<file path="src/rtl/mem_arbiter_pkg.sv">
// mem_arbiter_pkg: shared FSM state encoding and default address/data widths for the arbiter and memory wrapper
package mem_arbiter_pkg;
  localparam int AW_DEF = 11;
  localparam int DW_DEF = 32;
  typedef enum logic [1:0] {IDLE, ACCESS, RESP} state_t;
endpackage

</file>
<file path="src/rtl/mem_arbiter_if.sv">
// mem_arbiter_if: bundles two requester ports (req/we/dlen/addr/wdata in, ack/rdata out), the memory port (m_we/m_dlen/m_addr/m_data out, m_q in) and busy/err_top status
interface mem_arbiter_if import mem_arbiter_pkg::*; #(parameter int AW = AW_DEF, parameter int DW = DW_DEF);
  logic req0, req1, we0, we1, dlen0, dlen1;
  logic [AW-1:0] addr0, addr1;
  logic [DW-1:0] wdata0, wdata1;
  logic ack0, ack1;
  logic [DW-1:0] rdata0, rdata1;
  logic m_we, m_dlen;
  logic [AW-1:0] m_addr;
  logic [DW-1:0] m_data, m_q;
  logic busy, err_top;
  modport slave (
    input req0, req1, we0, we1, dlen0, dlen1, addr0, addr1, wdata0, wdata1, m_q,
    output ack0, ack1, rdata0, rdata1, m_we, m_dlen, m_addr, m_data, busy, err_top
  );
  modport master (
    output req0, req1, we0, we1, dlen0, dlen1, addr0, addr1, wdata0, wdata1, m_q,
    input ack0, ack1, rdata0, rdata1, m_we, m_dlen, m_addr, m_data, busy, err_top
  );
endinterface

</file>
<file path="src/rtl/mem_arbiter_rr_arb2.sv">
// rr_arb2: two-way round-robin grant; ports clk, rst, req_i[1:0], en_i (commit grant) -> vld_o (any request), win_o (winner id)
module rr_arb2 (
  input  logic       clk,
  input  logic       rst,
  input  logic [1:0] req_i,
  input  logic       en_i,
  output logic       vld_o,
  output logic       win_o
);
  logic ptr_q;
  assign vld_o = |req_i;
  assign win_o = &req_i ? ~ptr_q : req_i[1];
  always_ff @(posedge clk)
    if (rst) ptr_q <= 1'b1;
    else if (en_i && vld_o) ptr_q <= win_o;
endmodule

</file>
<file path="src/rtl/mem_arbiter.sv">
// mem_arbiter: three-cycle IDLE/ACCESS/RESP arbiter sharing one memory between two requesters; ports clk, rst, bus (mem_arbiter_if.slave)
module mem_arbiter import mem_arbiter_pkg::*; #(
  parameter int AW = AW_DEF,
  parameter int DW = DW_DEF
) (
  input logic clk,
  input logic rst,
  mem_arbiter_if.slave bus
);
  state_t state_q, state_d;
  logic win_q, we_q, dlen_q, ack0_q, ack1_q, err_q;
  logic [AW-1:0] addr_q;
  logic [DW-1:0] wdata_q, rdata0_q, rdata1_q;
  logic vld, win, idle, acc, resp;
  assign idle = state_q == IDLE;
  assign acc  = state_q == ACCESS;
  assign resp = state_q == RESP;
  rr_arb2 u_arb (
    .clk(clk), .rst(rst), .req_i({bus.req1, bus.req0}), .en_i(idle), .vld_o(vld), .win_o(win)
  );
  always_comb begin
    state_d = state_q;
    state_d = idle ? (vld ? ACCESS : IDLE) : acc ? RESP : IDLE;
  end
  assign bus.m_we    = acc & we_q;
  assign bus.m_dlen  = acc & dlen_q;
  assign bus.m_addr  = acc ? addr_q : '0;
  assign bus.m_data  = acc ? wdata_q : '0;
  assign bus.busy    = !idle;
  assign bus.ack0    = ack0_q;
  assign bus.ack1    = ack1_q;
  assign bus.err_top = err_q;
  assign bus.rdata0  = rdata0_q;
  assign bus.rdata1  = rdata1_q;
  always_ff @(posedge clk)
    if (rst) begin
      state_q  <= IDLE;
      win_q    <= 1'b0;
      we_q     <= 1'b0;
      dlen_q   <= 1'b0;
      addr_q   <= '0;
      wdata_q  <= '0;
      ack0_q   <= 1'b0;
      ack1_q   <= 1'b0;
      err_q    <= 1'b0;
      rdata0_q <= '0;
      rdata1_q <= '0;
    end else begin
      state_q <= state_d;
      ack0_q  <= resp & !win_q;
      ack1_q  <= resp & win_q;
      err_q   <= resp & dlen_q & (&addr_q);
      if (idle && vld) begin
        win_q   <= win;
        we_q    <= win ? bus.we1 : bus.we0;
        dlen_q  <= win ? bus.dlen1 : bus.dlen0;
        addr_q  <= win ? bus.addr1 : bus.addr0;
        wdata_q <= win ? bus.wdata1 : bus.wdata0;
      end
      if (acc && !we_q && win_q) rdata1_q <= bus.m_q;
      if (acc && !we_q && !win_q) rdata0_q <= bus.m_q;
    end
endmodule

</file>
<file path="src/flat_wrapper.sv">
// flat-port wrapper written by rule: the top's interface ports become plain ports
module mem_arbiter_flat import mem_arbiter_pkg::*;
#(
  parameter int AW = AW_DEF,
  parameter int DW = DW_DEF
)
  (clk, rst, bus_req0, bus_req1, bus_we0, bus_we1, bus_dlen0, bus_dlen1, bus_addr0, bus_addr1, bus_wdata0, bus_wdata1, bus_m_q, bus_ack0, bus_ack1, bus_rdata0, bus_rdata1, bus_m_we, bus_m_dlen, bus_m_addr, bus_m_data, bus_busy, bus_err_top);
  mem_arbiter_if #(.AW(AW), .DW(DW)) bus_i ();
  input logic clk;
  input logic rst;
  input wire logic [$bits(bus_i.req0)-1:0] bus_req0;
  input wire logic [$bits(bus_i.req1)-1:0] bus_req1;
  input wire logic [$bits(bus_i.we0)-1:0] bus_we0;
  input wire logic [$bits(bus_i.we1)-1:0] bus_we1;
  input wire logic [$bits(bus_i.dlen0)-1:0] bus_dlen0;
  input wire logic [$bits(bus_i.dlen1)-1:0] bus_dlen1;
  input wire logic [$bits(bus_i.addr0)-1:0] bus_addr0;
  input wire logic [$bits(bus_i.addr1)-1:0] bus_addr1;
  input wire logic [$bits(bus_i.wdata0)-1:0] bus_wdata0;
  input wire logic [$bits(bus_i.wdata1)-1:0] bus_wdata1;
  input wire logic [$bits(bus_i.m_q)-1:0] bus_m_q;
  output wire logic [$bits(bus_i.ack0)-1:0] bus_ack0;
  output wire logic [$bits(bus_i.ack1)-1:0] bus_ack1;
  output wire logic [$bits(bus_i.rdata0)-1:0] bus_rdata0;
  output wire logic [$bits(bus_i.rdata1)-1:0] bus_rdata1;
  output wire logic [$bits(bus_i.m_we)-1:0] bus_m_we;
  output wire logic [$bits(bus_i.m_dlen)-1:0] bus_m_dlen;
  output wire logic [$bits(bus_i.m_addr)-1:0] bus_m_addr;
  output wire logic [$bits(bus_i.m_data)-1:0] bus_m_data;
  output wire logic [$bits(bus_i.busy)-1:0] bus_busy;
  output wire logic [$bits(bus_i.err_top)-1:0] bus_err_top;
  assign bus_i.req0 = bus_req0;
  assign bus_i.req1 = bus_req1;
  assign bus_i.we0 = bus_we0;
  assign bus_i.we1 = bus_we1;
  assign bus_i.dlen0 = bus_dlen0;
  assign bus_i.dlen1 = bus_dlen1;
  assign bus_i.addr0 = bus_addr0;
  assign bus_i.addr1 = bus_addr1;
  assign bus_i.wdata0 = bus_wdata0;
  assign bus_i.wdata1 = bus_wdata1;
  assign bus_i.m_q = bus_m_q;
  assign bus_ack0 = bus_i.ack0;
  assign bus_ack1 = bus_i.ack1;
  assign bus_rdata0 = bus_i.rdata0;
  assign bus_rdata1 = bus_i.rdata1;
  assign bus_m_we = bus_i.m_we;
  assign bus_m_dlen = bus_i.m_dlen;
  assign bus_m_addr = bus_i.m_addr;
  assign bus_m_data = bus_i.m_data;
  assign bus_busy = bus_i.busy;
  assign bus_err_top = bus_i.err_top;
  mem_arbiter #(.AW(AW), .DW(DW)) u_core (.clk(clk), .rst(rst), .bus(bus_i));
endmodule
</file>
<file path="config.mk">
export PLATFORM = sky130hd
export DESIGN_NAME = mem_arbiter_flat
export DESIGN_NICKNAME = d
export VERILOG_FILES = /design/src/rtl/mem_arbiter_pkg.sv /design/src/rtl/mem_arbiter_if.sv /design/src/rtl/mem_arbiter_rr_arb2.sv /design/src/rtl/mem_arbiter.sv /design/src/flat_wrapper.sv
export SDC_FILE = /design/constraint.sdc
export NUM_CORES = 1
export LEC_CHECK = 0
export ABC_AREA = 0
export CAP_MARGIN = 20
export CORE_AREA = 2 2 118 120
export DETAILED_ROUTE_END_ITERATION = 6
export DIE_AREA = 0 0 120 122
export PLACE_DENSITY = 0.86
export SETUP_SLACK_MARGIN = 0.2
export SYNTH_ARGS = -nofsm -noshare
export SYNTH_HDL_FRONTEND = slang
export SYNTH_SLANG_ARGS = --single-unit
</file>
<file path="constraint.sdc">
create_clock -name clk -period 1.3 [get_ports clk]
set_input_delay 0.13 -clock clk [delete_from_list [all_inputs] [get_ports clk]]
set_output_delay 0.13 -clock clk [all_outputs]
set_load 0.01 [all_outputs]
</file>
==> Word-level counts from Yosys, hierarchy flattened <==
Cells that the tools add are included.
{ "word_totals": {"reg_bits": 116, "output_inout_bits": 113} }
{ "op_classes": {"eq_ne": 2, "n_mux": 10, "bitwise_logic": 7, "reduce_logical": 11} }
{ "op_table": {"columns": ["op", "n"], "rows": [
  ["$mux W32", 2],
  ["$mux W11", 2],
  ["$reduce_and A11 Y1", 1],
  ["$and A1 B1 Y1", 6],
  ["$logic_and A1 B1 Y1", 4],
  ["$mux W1", 4],
  ["$mux W2", 2],
  ["$logic_not A1 Y1", 3],
  ["$eq A2 B1 Y1 const B", 1],
  ["$eq A2 B2 Y1 const B", 1],
  ["$logic_not A2 Y1", 1],
  ["$reduce_and A2 Y1", 1],
  ["$reduce_or A2 Y1", 1],
  ["$not A1 Y1", 1]
]} }

==> Logic depth before layout (Yosys ltp) <==
{ "logic_depth": {"depth_word": 3, "depth_mapped": 5} }

==> Hierarchy <==
From an unflattened synthesis, not the netlist that was laid out.
{ "hier_totals": {"hier_cells": 524, "area_unflattened_um2": 5535.3} }
{ "by_module_without_submodules": {"columns": ["mod", "instances", "cells_per_inst", "area_per_inst_um2", "seq_area_each_um2"], "rows": [
  ["mem_arbiter", 1, 518, 5479.0, 2302.2],
  ["rr_arb2", 1, 6, 56.3, 20.0]
]} }

==> Least setup slack after synthesis <==
OpenSTA, ideal clock, no wires.
{ "synth_timing": {"kind": "register to register", "startpoint": "register u_core.win_q", "endpoint": "register u_core.rdata0_q[10], in the netlist u_core.bus.rdata0[10]", "arrival_time_ns": 1.224, "t_required_ns": 1.168, "slack_ns": -0.057, "path_stages_with_launch": 6, "path_cell_list": "dfxtp_1 -> or4b_1 -> buf_2 -> buf_6 -> nand2_1 -> a21oi_1"} }
{ "synth_via": {"elab_chain_cells": 2} }
{ "synth_lines": {"columns": ["element", "line_no", "source"], "rows": [
  ["start, declared", "mem_arbiter.sv:11", "logic win_q, we_q, dlen_q, ack0_q, ack1_q, err_q;"],
  ["start signal, assigned", "mem_arbiter.sv:54", "win_q <= win;"],
  ["$logic_not A1 Y1", "mem_arbiter.sv:61", "if (acc && !we_q && !win_q) rdata0_q <= bus.m_q;"],
  ["$logic_and A1 B1 Y1", "mem_arbiter.sv:61", null],
  ["end signal, assigned", "mem_arbiter.sv:61", null],
  ["end, declared", "mem_arbiter.sv:13", "logic [DW-1:0] wdata_q, rdata0_q, rdata1_q;"]
]} }
No other way between the ends.
A chain may end at the register's enable or synchronous reset.

==> Final worst setup path <==
{ "layout_timing": {"startpoint": "register u_core.state_q[1]", "endpoint": "output bus_m_data[7]"} }
{ "layout_via": {"elab_chain_cells": 2} }
{ "layout_lines": {"columns": ["element", "line_no", "source"], "rows": [
  ["start, declared", "mem_arbiter.sv:10", "state_t state_q, state_d;"],
  ["start signal, assigned", "mem_arbiter.sv:49", "state_q <= state_d;"],
  ["$eq A2 B1 Y1", "mem_arbiter.sv:16", "assign acc = state_q == ACCESS;"],
  ["$mux W32", "mem_arbiter.sv:28", "assign bus.m_data = acc ? wdata_q : '0;"],
  ["end, declared", "flat_wrapper.sv:29", "output wire logic [$bits(bus_i.m_data)-1:0] bus_m_data;"]
]} }
No other way between the ends.

==> impl_metrics.ini <==
[die]
num_rows = 43
die_y_microns = 122
coreArea_sq_um = 13500
die-area_sq_um = 14600
ios = 239
die_x_microns = 120
initial_core_util = 0.358

[logic_synthesis]
ys_warn_count = 0
muxShareOfSynthArea = 0
synthTopCellsByCount = nand2_1, dfxtp_1, a21oi_1
ys.flop_type = dfxtp_1
synth_top_cell_by_area = dfxtp_1
syn_inst = 617
ys_ff_latch = 116
yosysMostFrequentCell = nand2_1
synthAdderAreaFrac = 0
synth.top_cells.by_area = dfxtp_1, nand2_1, a21oi_1
synthesis.area_sq_um = 4840
ys_types = 26
synth_xor_area_frac = 0
synth_top_area_frac = 0.480
synth_fp_nets = 743
synth_top_family_by_area = simple AND/OR/NAND/NOR gates
postSynthAreaPerCell_sq_um = 7.84
synthSimpleGateAreaFrac = 0.257
ys_seq_area_frac = 0.480
async_flop_share = 0
synth_edf_count = 0
synth-compound-area-share = 0.204

[sta]
slew_headroom = 0.785
period_needed_ns = 1.65
fin_crit_sh = 1.27
rsz0062_at_grt = yes
tightestPinTransition_ns = 0.321
finalHoldViolCount = 0
fmax_ghz = 0.604
whs_ns = 0.112
final.setup.tns_ns = -40.15
slew_violations = 0
finalWorstSetupSlack_ns = -0.355
fin_worst_skew_ns = 0.00908
setup_viol = 157

[worst_setup_path]
cp.required_ns = 1.17
r2r_start = u_core.state_q[1]
cp_data_arrival_time_ns = 1.52
end_kind = primary output
slowest_stage = dfxtp_4
r2r_end = u_core.bus.rdata0[15]
cp_common_cell = buf_6
critPathLaunchType = register
rrSetupSlack_ns = -0.32
cp_max_fo = 8
worst-setup-path-type = register to primary output
critical_path.cell_chain = nor2b_4, buf_6, buf_8, buf_16, and2_4, buf_6
crit_path_start = u_core.state_q[1]
worstRegToRegCells = 6
slowest_delay_ns = 0.36

[global_route]
grt_first_pass_wirelength_microns = 27500
grt_usage = 0.240
grt_antenna_before_repair = 0
grt_max_degree = 41
grt-ovfl-total = 0
grt_pass1_vias = 5409

[detailed_routing]
wl_per_cell_microns = 17.9
route.detailed.drc = 1
drt_iter0_drc = 351
drt_first_pass_iters = 7
ant_nets = 0
vias = 5746
drt-total-wl_microns = 19800
viasPerCell = 5.20

[placement]
post-place-ws_ns = -0.397
place_congestion = 0.861
hpwl_microns = 11300
port_buffers = 238

[layout]
fill_cells = 963
multi_input_area_sq_um = 3100
nets = 1038
drive_gt1_frac = 0.481
area_delta_synth_final_pct = 100
finish.utilization = 0.716
seqCellArea_sq_um = 2340
antennaDiodeCount = 0

[power_and_ir_drop]
p_comb_frac = 0.245
p_total_mw = 11.3
p_int_mw = 8.21
switching_share = 0.272
powerDensity_nw_per_um2 = 1170
power.share.clock = 0.398
p_sw_mw = 3.06
vdd_drop_max_uv = 875
power_frac_seq = 0.356
leakage_nw = 4.10

[clock_tree]
numCtsBuffers = 17
path_clk_slew_ns = 0.06
cts.sinks = 116
cts_root_buf = clkbuf_16
cts_max_level = 4
cts_tree = built
clockBufferDepth = 2
clk-insertion-delay-late_ns = 0.42

[run_status]
status = complete, but fails checks
violations = design-rule violations, negative setup slack

[worst_hold_path]
whs_path_depth = 2
hp-class = input port to register
min_from = rst
hold_end = u_core.wdata_q[6]

[flow_run]
cap_violations = 0
## placed cells by master, fill, tap and decap left out, types with 3 or more instances in the layout
cell / Yosys / layout
nand4_1: 3 / 3
buf_6: 3 / 71
clkdlybuf4s15_2: 0 / 3
clkinvlp_4: 0 / 3
buf_8: 0 / 4
a311oi_2: 0 / 11
buf_2: 29 / 64
buf_4: 3 / 35
dfxtp_2: 0 / 12
a21oi_2: 0 / 64
nand2_2: 0 / 20
nor2_4: 0 / 3
nand2_4: 0 / 43
buf_12: 0 / 17
clkinv_2: 0 / 5
buf_16: 0 / 12
a21oi_1: 110 / 45
dfxtp_1: 116 / 103
clkbuf_1: 21 / 4
nand2_1: 221 / 158
clkdlybuf4s50_1: 0 / 124
a311oi_1: 45 / 34
clkbuf_16: 0 / 19
and2_4: 0 / 45
## layer usage
layer	share of wire	track usage	wire (microns)
met1	0.38	0.264	7470
met2	0.53	0.441	10500
met3	0.068	0.0716	1340
met4	0.025	0.0794	505
met5	0	0	0
## cell type report
class | instances | share of cell area
multi-input cells | 444 | 0.321
flip-flops and latches | 116 | 0.242
clock inverters | 10 | 0.0111
inverters | 1 | 0.000647
clock buffers | 22 | 0.0470
repair buffers | 332 | 0.355
well taps | 180 | 0.0233
## timing repair
item | CTS | global route
pin swaps | 38 | 104
buffers inserted | 17 | 12
cloned | 12 | 2
gates resized for setup | 536 | 229
setup endpoints to repair | 224 | 179
hold buffers | 0 | 0
## power groups by stage
stage / registers (mW) / clock network (mW) / logic [mW]
floorplan: 4.05 / 0 / 0.923
global placement: 4.03 / 0 / 1.97
detailed placement: 4.03 / 0 / 2.01
CTS: 3.97 / 4.52 / 2.38
global route: 4.04 / 4.72 / 2.94
finish: 4.02 / 4.49 / 2.77
## worst max-delay path, delay by kind of cell, from the launching register on
kind	cells	cell delay (ns)
flops	1	0.36
simple gates	2	0.27
buf+inv	4	0.47
## cells by family after synthesis
kind of cell,count (synthesis)
AND/OR/NAND/NOR,285
buffers and inverters,57
flip-flops,116
AO/OA/AOI/OAI,159
## registers in the layout, summed over array words and instances (netlist names), 2 cells and up
signal and flops:
u_core.bus.rdata0 32, u_core.wdata_q 32, u_core.state_q 2, u_core.bus.rdata1 32, u_core.addr_q 11
## worst max-delay path by stage
stage                            end  cells after the start  slack, ns
6_report               bus_m_data[7]                      6      -0.35
3_3_place_gp      u_core.wdata_q[18]                      5      -0.31
4_1_cts                bus_m_addr[5]                      6      -0.36
2_1_floorplan  u_core.bus.rdata0[10]                      5      -0.04
3_5_place_dp      u_core.wdata_q[17]                      5      -0.40
5_1_grt                bus_m_addr[5]                      6      -0.40
## per-stage QoR
| stage | instances | instance area, sq um |
|---|---|---|
| 2_1_floorplan | 617 | 5040 |
| 5_1_grt | 1105 | 9670 |
| 3_5_place_dp | 1030 | 7800 |
| 3_3_place_gp | 1030 | 7800 |
| 6_report | 1105 | 9670 |
| 4_1_cts | 1091 | 8850 |
Power figures use the tool's default switching activity.
